**config.mk**
```make
export PLATFORM = sky130hd
export DESIGN_NAME = mux5to1
export DESIGN_NICKNAME = d
export VERILOG_FILES = /design/src/rtl/mux5to1_pkg.sv /design/src/rtl/mux5to1_sel_decode.sv /design/src/rtl/mux5to1.sv
export SDC_FILE = /design/constraint.sdc
export NUM_CORES = 1
export LEC_CHECK = 0
export CORE_AREA = 2 2 152 154
export CTS_CLUSTER_SIZE = 24
export DETAILED_ROUTE_END_ITERATION = 6
export DIE_AREA = 0 0 154 156
export GPL_ROUTABILITY_DRIVEN = 0
export PLACE_DENSITY = 0.45
export SYNTH_ARGS = -nofsm -noshare
export SYNTH_HDL_FRONTEND = slang
export SYNTH_SLANG_ARGS = --single-unit
```
**constraint.sdc**
```tcl
create_clock -name i_clk -period 1.9 [get_ports i_clk]
set_input_delay 0.38 -clock i_clk [delete_from_list [all_inputs] [get_ports i_clk]]
set_output_delay 0.38 -clock i_clk [all_outputs]
set_load 0.005 [all_outputs]
```
**src/rtl/mux5to1_pkg.sv**
```systemverilog
// Shared select-code definitions for the write-back result mux.
package mux5to1_pkg;

  typedef logic [2:0] sel_t;

  localparam sel_t SEL_ALU = 3'd0;
  localparam sel_t SEL_MEM = 3'd1;
  localparam sel_t SEL_PC4 = 3'd2;
  localparam sel_t SEL_PCT = 3'd3;
  localparam sel_t SEL_IMM = 3'd4;

  // Codes in this range select nothing and flag an error.
  localparam sel_t SEL_ILL_MIN = 3'd5;
  localparam sel_t SEL_ILL_MAX = 3'd7;

  localparam int unsigned NUM_SRC = 5;

endpackage

```
**src/rtl/mux5to1_sel_decode.sv**
```systemverilog
// Decodes the 3-bit select into a one-hot source enable and an illegal-code flag.
module mux5to1_sel_decode
  import mux5to1_pkg::*;
(
  input  sel_t                 sel,
  output logic [NUM_SRC-1:0]   en,
  output logic                 illegal
);

  always_comb begin
    en      = '0;
    illegal = 1'b0;
    unique case (sel)
      SEL_ALU: en[SEL_ALU] = 1'b1;
      SEL_MEM: en[SEL_MEM] = 1'b1;
      SEL_PC4: en[SEL_PC4] = 1'b1;
      SEL_PCT: en[SEL_PCT] = 1'b1;
      SEL_IMM: en[SEL_IMM] = 1'b1;
      3'd5, 3'd6, SEL_ILL_MAX: illegal = 1'b1;
      // Unknown select propagates as X instead of aliasing onto a legal source.
      default: begin
        en      = 'x;
        illegal = 1'bx;
      end
    endcase
  end

endmodule

```
**src/rtl/mux5to1.sv**
```systemverilog
// Five-input write-back mux with illegal-select detection and a sticky error flag.
// Define MUX5TO1_REG_OUT_EN to register o_mux; otherwise o_mux is combinational.
module mux5to1
  import mux5to1_pkg::*;
#(
  parameter int unsigned DATA_WIDTH = 64
) (
  input  logic                  i_clk,
  input  logic                  i_arst,
  input  logic [2:0]            i_control_signal,
  input  logic [DATA_WIDTH-1:0] i_mux_0,
  input  logic [DATA_WIDTH-1:0] i_mux_1,
  input  logic [DATA_WIDTH-1:0] i_mux_2,
  input  logic [DATA_WIDTH-1:0] i_mux_3,
  input  logic [DATA_WIDTH-1:0] i_mux_4,
  input  logic                  i_err_clr,
  output logic [DATA_WIDTH-1:0] o_mux,
  output logic                  o_sel_err,
  output logic                  o_sel_err_sticky
);

  logic [NUM_SRC-1:0]    en;
  logic                  illegal;
  logic [DATA_WIDTH-1:0] mux_comb;
  logic                  sticky_q;

  mux5to1_sel_decode u_sel_decode (
    .sel     (i_control_signal),
    .en      (en),
    .illegal (illegal)
  );

  // Illegal codes leave every enable low, so the AND-OR yields zero.
  assign mux_comb = ({DATA_WIDTH{en[SEL_ALU]}} & i_mux_0)
                  | ({DATA_WIDTH{en[SEL_MEM]}} & i_mux_1)
                  | ({DATA_WIDTH{en[SEL_PC4]}} & i_mux_2)
                  | ({DATA_WIDTH{en[SEL_PCT]}} & i_mux_3)
                  | ({DATA_WIDTH{en[SEL_IMM]}} & i_mux_4);

  assign o_sel_err = illegal;

  always_ff @(posedge i_clk or posedge i_arst) begin
    if (i_arst) begin
      sticky_q <= 1'b0;
    end else if (i_err_clr) begin
      sticky_q <= 1'b0;
    end else if (illegal) begin
      sticky_q <= 1'b1;
    end
  end

  assign o_sel_err_sticky = sticky_q;

`ifdef MUX5TO1_REG_OUT_EN
  logic [DATA_WIDTH-1:0] mux_q;

  always_ff @(posedge i_clk or posedge i_arst) begin
    if (i_arst) begin
      mux_q <= '0;
    end else begin
      mux_q <= mux_comb;
    end
  end

  assign o_mux = mux_q;
`else
  assign o_mux = mux_comb;
`endif

endmodule

```
==> results.cfg <==
[outcome]
status = finished with violations
violations = negative setup slack

[synthesis]
synth_edf_count = 0
synthCells = 274
yosysMostFrequentCell = mux2i_1
avgSynthCellArea_um2 = 8.25
synth.cell_area_mm2 = 0.00226
yosysWarnings = 0
synth_cell_types = 21
ys_dominant_reg_cell = dfrtp_1
seq_area_frac_synth = 0.0111
synth_top_area_cell = mux2i_1
ys_ff_latch = 1
synth_nets = 600
synthTopCellsByCount = mux2i_1, a221o_1, o2bb2ai_1
async_reset_ff_frac = 1.00
yosysTopAreaCellShare = 0.283
synth_area_leaders = mux2i_1, a221o_1, o2bb2ai_1, o221ai_1, a22oi_1

[floorplan]
ios = 392
fp.dieArea_mm2 = 0.0240
rows = 55
fp.dieH_um = 156
core_area_mm2 = 0.0224
die_w_um = 154
start_util = 0.101

[setup_path]
endpoint_kind = primary output
cp-start-kind = input port
cp.arrival_ns = 1.77
required_ns = 1.52
critPathKind = input port to primary output
path_max_fanout = 5

[detailed_routing]
highest_layer = met4
vias = 4460
wl_um = 22600
wire_per_inst_um = 22.5
routed-wl-met3_um = 1970
met1_length_um = 8250
drt_pass1_iterations = 4
drc = 0
via_per_inst = 4.45
met2_wirelength_um = 11900
drtIter0Drc = 158
antenna_left = 0

[power_and_ir_drop]
p_int_mw = 1.17
power.density_mw_per_mm2 = 233
seqPwrFrac = 0.013
irDropWorstVdd_v = 0.000120
swShare = 0.342
switching_power_uw = 611
p_leak_nw = 3.08
p_comb_frac = 0.987
p_clk_frac = 0
power.total_mw = 1.78

[placed_design]
dp_hpwl_um = 17000
port_buffers = 391
dpl.cell_count = 957

[layout]
fin_nets = 1046
layout-drive-gt1-share = 0.318
largest_reg_flops = 1
antenna_cells = 0
seqCellArea_um2 = 25.0
stdcell_count = 1003
fillers = 2307
finish.utilization = 0.343
multi_input_area_mm2 = 0.00237
syn2layout_area_growth_pct = 239

[sta]
finalSetupViolCount = 53
tightestPinTransition_ns = 0.387
max_freq_mhz = 466
slew_headroom = 0.735
post-route-min-period_ns = 2.15
skew_ns = 0
timing.final.crit_share = 1.13
drv_slew = 0
finalHoldViolations = 0
rsz0062_at_grt = true
holdWs_ns = 0.491
setup_ws_ns = -0.246

[grt]
grt_max_degree = 26
grtUsageTotal = 0.176
grt_pass1_wl_um = 32000
antenna_found_initial = 0
grt-ovfl-total = 0
grt_pass1_vias = 4950

[clock_network]
ctsHoldBuffers = 0
worstSkewPairLatency_ns = 0
clkTransAtPathRegs_ns = 0

[hold_path]
hold_path.class = flip-flop to flip-flop

[run]
maxCapViolCount = 0
==> metal layers <==
metal	vias up	GRT usage
li1	2093	-
met1	2087	0.190
met2	264	0.347
met3	16	0.0456
met4	0	0.0289
met5	-	0
==> stage by stage <==
stage / cell area (um^2) / setup WS, ns / setup TNS, ns
final: 7670 / -0.246 / -3.83
after global routing: 7670 / -0.282 / -6.97
after CTS: 7520 / -0.361 / -12.46
after detailed placement: 6820 / -0.892 / -49.96
after global placement: 6820 / -0.864 / -49.70
after floorplan: 2260 / 0.145 / 0
==> timing repair <==
action | in CTS | in global routing
buffers inserted | 35 | 10
gates cloned | 11 | 1
pin swaps | 15 | 40
resized for setup | 334 | 56
setup endpoints to repair | 65 | 65
==> final timing paths <==
check | startpoint | to | slack, ns | depth (start not counted)
hold reg to reg | o_sel_err_sticky$_DFFE_PP0P_ | o_sel_err_sticky$_DFFE_PP0P_ | 0.49 | 2
max in group asynchronous | i_arst | o_sel_err_sticky$_DFFE_PP0P_ | 1.28 | 2
setup reg to reg | o_sel_err_sticky$_DFFE_PP0P_ | o_sel_err_sticky$_DFFE_PP0P_ | 1.24 | 2
min in group asynchronous | i_arst | o_sel_err_sticky$_DFFE_PP0P_ | 0.53 | 2
setup / recovery | i_control_signal[1] | o_mux[54] | -0.25 | 9
hold / removal | o_sel_err_sticky$_DFFE_PP0P_ | o_sel_err_sticky$_DFFE_PP0P_ | 0.49 | 2
==> layout by cell type (no fill, tap or decap), types with 2 or more instances in the layout <==
master and count:
a221o_1 38, a22oi_2 25, buf_12 21, buf_16 6, buf_2 58, buf_4 44, buf_6 24, buf_8 6
bufbuf_16 2, clkdlybuf4s50_1 321, dlymetal6s2s_1 2, mux2i_1 61, mux2i_2 3, nand3_1 26, nor2b_4 3, o221ai_1 12
o221ai_2 14, o2bb2ai_1 23, o2bb2ai_2 12, o2bb2ai_4 3, or2_4 2
==> critical path, cell delays in order <==
cell	delay, ns
buf_12	0.11
and3b_2	0.25
buf_12	0.14
buf_12	0.12
buf_8	0.12
buf_12	0.12
o2bb2ai_4	0.11
a221o_1	0.28
buf_2	0.14
==> power groups by stage <==
stage / Combinational, mW / Sequential [mW] / Clock (mW)
2_1_floorplan: 0.422 / 0.0242 / 0
3_3_place_gp: 1.60 / 0.0242 / 0
3_5_place_dp: 1.61 / 0.0241 / 0
4_1_cts: 1.74 / 0.0241 / 0
5_1_grt: 1.87 / 0.0243 / 0
6_report: 1.76 / 0.0240 / 0
==> logic make-up (layout without fill, tap and decap cells) <==
family	Yosys count	in the layout	synth area share
compound gates	129	129	0.505
simple gates	36	36	0.0897
mux	64	64	0.283
flops	1	1	0.0111
buf+inv	44	488	0.111
==> final cells by class <==
cell class,count,share of cell area
repair buffers,487,0.640
multi-input cells,229,0.310
well taps,285,0.0465
flip-flops and latches,1,0.00326
inverters,1,0.000490
(Power assumes the default switching activity.)
